## config.mk

```make
export PLATFORM = sky130hd
export DESIGN_NAME = eval_sequencer_flat
export DESIGN_NICKNAME = d
export VERILOG_FILES = /design/src/rtl/eval_sequencer_pkg.sv /design/src/rtl/eval_sequencer_if.sv /design/src/rtl/eval_sequencer_result_fifo.sv /design/src/rtl/eval_sequencer.sv /design/src/flat_wrapper.sv
export SDC_FILE = /design/constraint.sdc
export NUM_CORES = 1
export LEC_CHECK = 0
export BUFFER_PORTS_ARGS = -buffer_cell sky130_fd_sc_hd__buf_2
export CORE_UTILIZATION = 52
export CTS_CLUSTER_DIAMETER = 30
export CTS_CLUSTER_SIZE = 40
export DETAILED_ROUTE_END_ITERATION = 7
export PLACE_DENSITY = 0.84
export SETUP_SLACK_MARGIN = 0.2
export SLEW_MARGIN = 20
export SYNTH_ARGS = -nofsm -noshare
export SYNTH_HDL_FRONTEND = slang
export SYNTH_SLANG_ARGS = --single-unit
export TNS_END_PERCENT = 100
```

## constraint.sdc

```tcl
create_clock -name clk -period 2.5 [get_ports clk]
set_input_delay 0.25 -clock clk [delete_from_list [all_inputs] [get_ports clk]]
set_output_delay 0.25 -clock clk [all_outputs]
set_load 0.02 [all_outputs]
```

## src/rtl/eval_sequencer_pkg.sv

```systemverilog
// Shared definitions for the evaluation kernel sequencer: FSM encoding, the kernel
// latency default shared with the kernel top, and operand generation helpers.
package eval_sequencer_pkg;

  localparam int unsigned KernelLat = 2;

  localparam logic [1:0] StIdle  = 2'd0;
  localparam logic [1:0] StIssue = 2'd1;
  localparam logic [1:0] StDrain = 2'd2;
  localparam logic [1:0] StDone  = 2'd3;

  function automatic logic [7:0] gen_op_a(input logic [7:0] seed, input logic [7:0] idx);
    return seed + idx;
  endfunction

  function automatic logic [7:0] gen_op_b(input logic [7:0] seed, input logic [7:0] idx);
    return seed - idx;
  endfunction

endpackage

```

## src/rtl/eval_sequencer_if.sv

```systemverilog
// Kernel operand/result bus plus the downstream result valid/ready stream.
interface eval_sequencer_if #(
  parameter int unsigned IDX_W = 8
) ();

  logic [7:0]       op_a;
  logic [7:0]       op_b;
  logic             op_mode;
  logic [7:0]       kres;
  logic [7:0]       res_data;
  logic [IDX_W-1:0] res_idx;
  logic             res_valid;
  logic             res_ready;

  modport master (
    output op_a,
    output op_b,
    output op_mode,
    output res_data,
    output res_idx,
    output res_valid,
    input  kres,
    input  res_ready
  );

  modport slave (
    input  op_a,
    input  op_b,
    input  op_mode,
    input  res_data,
    input  res_idx,
    input  res_valid,
    output kres,
    output res_ready
  );

endinterface

```

## src/rtl/eval_sequencer_result_fifo.sv

```systemverilog
// First-word-fall-through result FIFO; DEPTH must be a power of two so pointers wrap freely.
module eval_sequencer_result_fifo #(
  parameter int unsigned WIDTH = 16,
  parameter int unsigned DEPTH = 4
) (
  input  logic                       clk,
  input  logic                       rst,
  input  logic                       push,
  input  logic [WIDTH-1:0]           push_data,
  input  logic                       pop,
  output logic [WIDTH-1:0]           head,
  output logic [$clog2(DEPTH+1)-1:0] count,
  output logic                       full,
  output logic                       empty
);

  localparam int unsigned AW = (DEPTH > 1) ? $clog2(DEPTH) : 1;
  localparam int unsigned CW = $clog2(DEPTH + 1);

  logic [WIDTH-1:0] mem_q [DEPTH];
  logic [AW-1:0]    wr_ptr_q;
  logic [AW-1:0]    rd_ptr_q;
  logic [CW-1:0]    count_q;

  always_ff @(posedge clk) begin
    if (push) begin
      mem_q[wr_ptr_q] <= push_data;
    end
  end

  always_ff @(posedge clk) begin
    if (rst) begin
      wr_ptr_q <= '0;
      rd_ptr_q <= '0;
      count_q  <= '0;
    end else begin
      if (push) begin
        wr_ptr_q <= wr_ptr_q + AW'(1);
      end
      if (pop) begin
        rd_ptr_q <= rd_ptr_q + AW'(1);
      end
      case ({push, pop})
        2'b10:   count_q <= count_q + CW'(1);
        2'b01:   count_q <= count_q - CW'(1);
        default: count_q <= count_q;
      endcase
    end
  end

  assign head  = mem_q[rd_ptr_q];
  assign count = count_q;
  assign full  = (count_q == CW'(DEPTH));
  assign empty = (count_q == '0);

endmodule

```

## src/rtl/eval_sequencer.sv

```systemverilog
// Issues generated operand pairs to the evaluation kernel, tracks them through its fixed
// latency with a tag pipeline and buffers the tagged results for a downstream consumer.
module eval_sequencer import eval_sequencer_pkg::*; #(
  parameter int unsigned KERNEL_LAT = KernelLat,
  parameter int unsigned FIFO_DEPTH = 4,
  parameter int unsigned IDX_W      = 8
) (
  input  logic             clk,
  input  logic             rst,
  input  logic             start,
  input  logic [IDX_W-1:0] num_ops,
  input  logic [7:0]       seed_a,
  input  logic [7:0]       seed_b,
  input  logic             mode,
  output logic             busy,
  output logic             done,
  eval_sequencer_if.master bus
);

  localparam int unsigned CW = $clog2(FIFO_DEPTH + 1);
  localparam int unsigned LW = $clog2(KERNEL_LAT + 1);
  localparam int unsigned FW = IDX_W + 8;

  logic [1:0]            state_q, state_d;
  logic [IDX_W-1:0]      idx_q, idx_d;
  logic [IDX_W-1:0]      last_q;
  logic [7:0]            seed_a_q, seed_b_q;
  logic                  mode_q;
  logic [7:0]            op_a_q, op_b_q;
  logic                  op_mode_q;
  logic                  busy_q, done_q;
  logic                  issue, credit;
  logic [7:0]            idx8;

  logic [KERNEL_LAT-1:0] tag_vld_q;
  logic [IDX_W-1:0]      tag_idx_q [KERNEL_LAT];
  logic [LW-1:0]         in_flight;

  logic                  fifo_push, fifo_pop, fifo_full, fifo_empty;
  logic [FW-1:0]         fifo_head;
  logic [CW-1:0]         fifo_count;

  assign idx8 = 8'(idx_q);

  always_comb begin
    in_flight = '0;
    for (int k = 0; k < KERNEL_LAT; k++) begin
      in_flight = in_flight + LW'(tag_vld_q[k]);
    end
  end

  // Reserve a FIFO slot for every op in flight so a captured result always has room.
  assign credit = (32'(fifo_count) + 32'(in_flight) + 32'd1) <= FIFO_DEPTH;

  always_comb begin
    state_d = state_q;
    idx_d   = idx_q;
    issue   = 1'b0;
    case (state_q)
      StIdle: begin
        if (start) begin
          idx_d   = '0;
          state_d = (num_ops == '0) ? StDone : StIssue;
        end
      end
      StIssue: begin
        if (credit) begin
          issue = 1'b1;
          idx_d = idx_q + IDX_W'(1);
          if (idx_q == last_q) begin
            state_d = StDrain;
          end
        end
      end
      StDrain: begin
        if (in_flight == '0) begin
          state_d = StDone;
        end
      end
      StDone: begin
        state_d = StIdle;
      end
      default: begin
        state_d = StIdle;
      end
    endcase
  end

  always_ff @(posedge clk) begin
    if (rst) begin
      state_q   <= StIdle;
      idx_q     <= '0;
      last_q    <= '0;
      seed_a_q  <= '0;
      seed_b_q  <= '0;
      mode_q    <= 1'b0;
      op_a_q    <= '0;
      op_b_q    <= '0;
      op_mode_q <= 1'b0;
      busy_q    <= 1'b0;
      done_q    <= 1'b0;
    end else begin
      state_q <= state_d;
      idx_q   <= idx_d;
      busy_q  <= (state_d == StIssue) || (state_d == StDrain);
      done_q  <= (state_d == StDone);
      if ((state_q == StIdle) && start) begin
        last_q   <= num_ops - IDX_W'(1);
        seed_a_q <= seed_a;
        seed_b_q <= seed_b;
        mode_q   <= mode;
      end
      // Operands only move on an issue so the kernel inputs stay steady otherwise.
      if (issue) begin
        op_a_q    <= gen_op_a(seed_a_q, idx8);
        op_b_q    <= gen_op_b(seed_b_q, idx8);
        op_mode_q <= mode_q;
      end
    end
  end

  // Tag pipeline: shifts every cycle, a bubble is entered when nothing is issued.
  always_ff @(posedge clk) begin
    if (rst) begin
      tag_vld_q <= '0;
      for (int k = 0; k < KERNEL_LAT; k++) begin
        tag_idx_q[k] <= '0;
      end
    end else begin
      tag_vld_q[0] <= issue;
      tag_idx_q[0] <= idx_q;
      for (int k = 1; k < KERNEL_LAT; k++) begin
        tag_vld_q[k] <= tag_vld_q[k-1];
        tag_idx_q[k] <= tag_idx_q[k-1];
      end
    end
  end

  assign fifo_push = tag_vld_q[KERNEL_LAT-1];
  assign fifo_pop  = !fifo_empty && bus.res_ready;

  eval_sequencer_result_fifo #(
    .WIDTH (FW),
    .DEPTH (FIFO_DEPTH)
  ) u_result_fifo (
    .clk       (clk),
    .rst       (rst),
    .push      (fifo_push),
    .push_data ({tag_idx_q[KERNEL_LAT-1], bus.kres}),
    .pop       (fifo_pop),
    .head      (fifo_head),
    .count     (fifo_count),
    .full      (fifo_full),
    .empty     (fifo_empty)
  );

  always_ff @(posedge clk) begin
    if (!rst) begin
      assert (!(fifo_full && fifo_push && !fifo_pop));
    end
  end

  assign bus.op_a      = op_a_q;
  assign bus.op_b      = op_b_q;
  assign bus.op_mode   = op_mode_q;
  assign bus.res_data  = fifo_head[7:0];
  assign bus.res_idx   = fifo_head[FW-1:8];
  assign bus.res_valid = !fifo_empty;
  assign busy          = busy_q;
  assign done          = done_q;

endmodule

```

## src/flat_wrapper.sv

```systemverilog
// flat-port wrapper written by rule: the top's interface ports become plain ports
module eval_sequencer_flat import eval_sequencer_pkg::*;
#(
  parameter int unsigned KERNEL_LAT = KernelLat,
  parameter int unsigned FIFO_DEPTH = 4,
  parameter int unsigned IDX_W      = 8
)
  (clk, rst, start, num_ops, seed_a, seed_b, mode, busy, done, bus_op_a, bus_op_b, bus_op_mode, bus_res_data, bus_res_idx, bus_res_valid, bus_kres, bus_res_ready);
  eval_sequencer_if #(.IDX_W(IDX_W)) bus_i ();
  input  logic clk;
  input  logic rst;
  input  logic start;
  input  logic [IDX_W-1:0] num_ops;
  input  logic [7:0] seed_a;
  input  logic [7:0] seed_b;
  input  logic mode;
  output logic busy;
  output logic done;
  output wire logic [$bits(bus_i.op_a)-1:0] bus_op_a;
  output wire logic [$bits(bus_i.op_b)-1:0] bus_op_b;
  output wire logic [$bits(bus_i.op_mode)-1:0] bus_op_mode;
  output wire logic [$bits(bus_i.res_data)-1:0] bus_res_data;
  output wire logic [$bits(bus_i.res_idx)-1:0] bus_res_idx;
  output wire logic [$bits(bus_i.res_valid)-1:0] bus_res_valid;
  input wire logic [$bits(bus_i.kres)-1:0] bus_kres;
  input wire logic [$bits(bus_i.res_ready)-1:0] bus_res_ready;
  assign bus_op_a = bus_i.op_a;
  assign bus_op_b = bus_i.op_b;
  assign bus_op_mode = bus_i.op_mode;
  assign bus_res_data = bus_i.res_data;
  assign bus_res_idx = bus_i.res_idx;
  assign bus_res_valid = bus_i.res_valid;
  assign bus_i.kres = bus_kres;
  assign bus_i.res_ready = bus_res_ready;
  eval_sequencer #(.KERNEL_LAT(KERNEL_LAT), .FIFO_DEPTH(FIFO_DEPTH), .IDX_W(IDX_W)) u_core (.clk(clk), .rst(rst), .start(start), .num_ops(num_ops), .seed_a(seed_a), .seed_b(seed_b), .mode(mode), .busy(busy), .done(done), .bus(bus_i));
endmodule
```

==> run summary <==
Setup repair after global routing could not meet its margin everywhere. The tools report the number of DRC markers after the initial detailed-route iteration as 196. The number of setup violations in the final report is 0, and the async set or reset register ratio after synthesis is 0%. The number of buffer and inverter instances along the worst setup path was 1. Share of the yosys chip area belonging to registers: 58.0%. The run gives 0.42 ns as the worst-skew pair later-pin latency. The number of cells traversed by the worst register-to-register path is 9, and the number of register bits inferred by synthesis is 145.

The vertical die dimension was 110 um. The most instantiated flip-flop cell in the synthesis netlist was sky130_fd_sc_hd__dfxtp_1. At the placement stage, the worst setup path has a slack of -0.0368 ns. Among all stages on the critical path, the largest delay is contributed by sky130_fd_sc_hd__fa_2.

Once detail routing completed, the nets flagged for antenna violations numbered 0. The total die area was 0.0122 mm^2; the per-instance average area after synthesis was 11.7 um^2. No sink is reached through more buffers than the 2 on the longest clock path. The H-tree depth was 4; the area of the mapped netlist was 0.00611 mm^2. Counting the fill cells in the layout gives 827. The remaining global-route overflow was 0.

The tools report the total routing resource utilization after global routing as 22.2%. The number of instances on the worst hold path was 1; the number of optimization iterations in the first detailed-route pass was 7. The routed layout has 4269 vias.

In the final routed layout, each cell accounts on average for 16.6 um. Buffers inserted during clock tree synthesis total 17. Walking the worst path, the cells encountered are inv_2 -> ha_4 -> ha_4 -> fa_2 -> and2_4 -> a31o_4 -> and3_4 -> and3_4 -> a311o_1. The I/O pin count is 73, and the maximum number of pins on one net before global-route repair is 44. The final critical-path required period works out to 2.40 ns. The worst setup path is captured at a register.

The maximum vdd ir drop was 0.746 mV; the data required time at the worst endpoint was 2.80 ns. The startpoint identified for the worst hold timing path is bus_kres[1]. The tools report the instance area after placement as 0.00667 mm^2.

Relative to the synthesized area, the layout overhead comes to 21.7%. Across all register-to-register paths, the minimum setup slack is 0.10 ns. The part of the cycle the worst path needs came out at 95.9%. Yosys mapped the design onto 46 distinct sky130hd cell types. The count of buffers inserted at the top-level ports came out at 72.

The maximum clock rate was 417 MHz; the measured slew at the worst slew-check pin was 0.804 ns. Number of enable-type register cells in the synthesized netlist: 64. Buffers inserted to repair hold after CTS numbered 0. At the end of routability-driven placement, the weighted congestion stood at 0.866. The number of clock sinks seen by CTS was 145. The worst hold path terminates at u_core.u_result_fifo.mem_q[1][1]. Gate count after technology mapping: 521. The number of nets produced by synthesis is 589, and the horizontal die dimension is 110 um. The tools report the initial core utilization as 53.5%.

STA classifies the critical path startpoint as a register. TritonCTS built the clock tree. The number of global-route vias before repair was 4195. The initial antenna violation count was 0. After detailed placement, the design holds a cell count of 726. The critical path's largest stage delay was 0.39 ns; the post-detailed-route DRC marker count was 0. The flow ran to the end, and the final reports show no timing, DRC or antenna violations. The average via count per standard cell was 5.56. Detailed placement finished with a half-perimeter wire length of 8.37 mm. The number of nets in the finished design is 680, and the setup TNS after final layout is 0 ns.

The total routed wirelength is 12.8 mm. The worst register-to-register path begins at u_core.tag_vld_q[0]. For this design the static power due to leakage is 2.86 nW. The tree is rooted in a sky130_fd_sc_hd__clkbuf_16. At the worst endpoint, the arrival time is 2.70 ns. For this run, the share of the core covered by cells in the final layout is 65.1%.

Broken down by cell family, the worst path's largest delay share belongs to adder cells. The run gives 0.00743 mm^2 as the finished layout cell area. Max-cap violations in this run came to 0. The first-pass GRT wire length came out at 20.0 mm. The final count of hold timing violations came out at 0. Clock skew on the completed layout was measured at 0.0102 ns. For the final-report max-slew violation count, the log shows 0. The endpoint identified for the worst register-to-register timing path is u_core.bus.op_b[6].

The clock transition time at the flip-flop clock pins of the worst setup and hold paths was 0.07 ns. For this run, the number of Yosys warnings is 0. The class of the most critical setup path was reg -> reg. In this run the tightest slew margin relative to its limit is 46.4%. The proportion of layout cells with a drive suffix above 1 is 27.8%. In this run the worst hold path is classified as in -> reg. The floorplan has 39 rows. The standard cell core area came out at 0.0114 mm^2.

For this design the ratio of total power to cell area is 797 mW/mm^2. The run gives 0 as the number of diodes. Of all nets on the critical path, the largest fanout is 8. The worst-case setup margin in the final layout was 0.102 ns; the final standard cell count with taps included and fillers excluded was 768.
## through the flow
stage | hold WS (ns) | power (W)
3_5_place_dp | 0.427 | 0.00353
4_1_cts | 0.0262 | 0.00591
3_3_place_gp | 0.416 | 0.00349
2_1_floorplan | 0.346 | 0.00328
5_1_grt | 0.0293 | 0.00618
6_report | 0.0424 | 0.00592
## cell usage after synthesis, drive strengths merged (2+ instances only)
cell type  number  share of area, %
o31a            3              0.43
dfxtp          81                27
a21oi          32               2.6
mux4           16               5.9
nand2b          2              0.20
nor2           54               3.3
o22ai           3              0.31
o21a            3              0.37
nand4           6              0.61
a311o           2              0.33
ha             27               5.5
a21o            3              0.37
clkbuf         14              0.86
or3             2              0.20
nand3           8              0.66
o21ai           7              0.57
fa              4               1.3
mux2i           3              0.49
a31o            2              0.29
xor2            6              0.86
and3            3              0.31
nor4            3              0.31
xnor2          21               3.0
nor2b          17               1.7
or2             3              0.31
edfxtp         64                31
nor3            8              0.66
nand2          53               3.3
buf            10              0.96
a211oi         16               2.0
and2           12               1.2
inv            22               1.4
## metal layers
metal  global-route usage [%]  up-vias  wire length, um
li1                         -     2034                -
met1                     24.9     2063             5110
met2                     39.1      140             6700
met3                     6.06       32              617
met4                     10.5        0              318
met5                        0        -                0
## final cells by class
class / count / area, um^2 / share of cell area (%)
Timing Repair Buffer: 96 / 552 / 7.42
Clock buffer: 18 / 429 / 5.77
Inverter: 22 / 82.6 / 1.11
Tap cell: 143 / 179 / 2.41
Clock inverter: 14 / 120 / 1.62
Sequential cell: 145 / 3550 / 47.8
Multi-Input combinational cell: 330 / 2520 / 33.9
## worst register-to-register path, delay by kind of cell, from the launching register on
family | cells | cell delay, ns
AOI/OAI and AO/OA | 2 | 0.53
adders and majority gates | 3 | 0.78
buffers and inverters | 1 | 0.05
DFF | 1 | 0.34
and+or+nand+nor | 3 | 0.57
## layout by cell type, fill, tap and decap left out, types with 6 or more instances in the layout
| master | n |
|---|---|
| sky130_fd_sc_hd__mux4_2 | 16 |
| sky130_fd_sc_hd__nor2_1 | 54 |
| sky130_fd_sc_hd__xnor2_1 | 20 |
| sky130_fd_sc_hd__a211oi_1 | 15 |
| sky130_fd_sc_hd__o21ai_0 | 7 |
| sky130_fd_sc_hd__ha_1 | 25 |
| sky130_fd_sc_hd__buf_2 | 72 |
| sky130_fd_sc_hd__nand2_1 | 52 |
| sky130_fd_sc_hd__edfxtp_1 | 64 |
| sky130_fd_sc_hd__buf_4 | 21 |
| sky130_fd_sc_hd__nor2b_1 | 16 |
| sky130_fd_sc_hd__xor2_1 | 6 |
| sky130_fd_sc_hd__nand3_1 | 7 |
| sky130_fd_sc_hd__nand4_1 | 6 |
| sky130_fd_sc_hd__a21oi_1 | 31 |
| sky130_fd_sc_hd__clkbuf_16 | 17 |
| sky130_fd_sc_hd__dfxtp_1 | 78 |
| sky130_fd_sc_hd__inv_6 | 7 |
| sky130_fd_sc_hd__and2_1 | 11 |
| sky130_fd_sc_hd__inv_1 | 20 |
## where the power goes
part	internal [W]	total, W	switching [W]
Clock	0.00130	0.00235	0.00105
Combinational	0.000397	0.000910	0.000513
Sequential	0.00257	0.00266	0.0000868
Total	0.00427	0.00592	0.00165
## state kept, by name, summed over array words and instances (netlist names), named ones only
| name | count |
|---|---|
| u_core.u_result_fifo.mem_q | 64 |
| u_core.tag_idx_q | 16 |
| u_core.bus.op_a | 8 |
| u_core.bus.op_b | 8 |
| u_core.idx8 | 8 |
| u_core.last_q | 8 |
| u_core.seed_a_q | 8 |
| u_core.seed_b_q | 8 |
| u_core.u_result_fifo.count | 3 |
| u_core.state_q | 2 |
| u_core.tag_vld_q | 2 |
| u_core.u_result_fifo.rd_ptr_q | 2 |
| u_core.u_result_fifo.wr_ptr_q | 2 |
| u_core.bus.op_mode | 1 |
| u_core.busy | 1 |
| u_core.done | 1 |
| u_core.mode_q | 1 |
## logic make-up (layout without fill, tap and decap cells)
family,after synthesis,after routing,synth area share [%]
AOI/OAI and AO/OA,78,78,8.17
and+or+nand+nor,175,175,13.5
xor gates and xnor gates,27,27,3.87
DFF,145,145,58.0
muxes,19,19,6.39
adders and majority gates,31,31,6.84
buffers and inverters,46,150,3.18
## worst max path at each step
stage / from / endpoint / depth (start not counted)
after floorplan: u_core.tag_vld_q[1] / u_core.bus.op_a[5] / 9
after CTS: u_core.tag_vld_q[0] / u_core.bus.op_b[6] / 9
after global placement: u_core.tag_vld_q[0] / u_core.bus.op_b[6] / 9
after detailed placement: u_core.tag_vld_q[0] / u_core.bus.op_a[6] / 10
after global routing: u_core.tag_vld_q[0] / u_core.idx8[5] / 9
final: u_core.tag_vld_q[0] / u_core.bus.op_b[6] / 9
## what timing repair did
action	in CTS	in global routing
pin swaps	3	11
resized for setup	14	16
setup endpoints to repair	27	23
buffers inserted	4	6
Note: power is estimated with default switching activity, not from simulation.
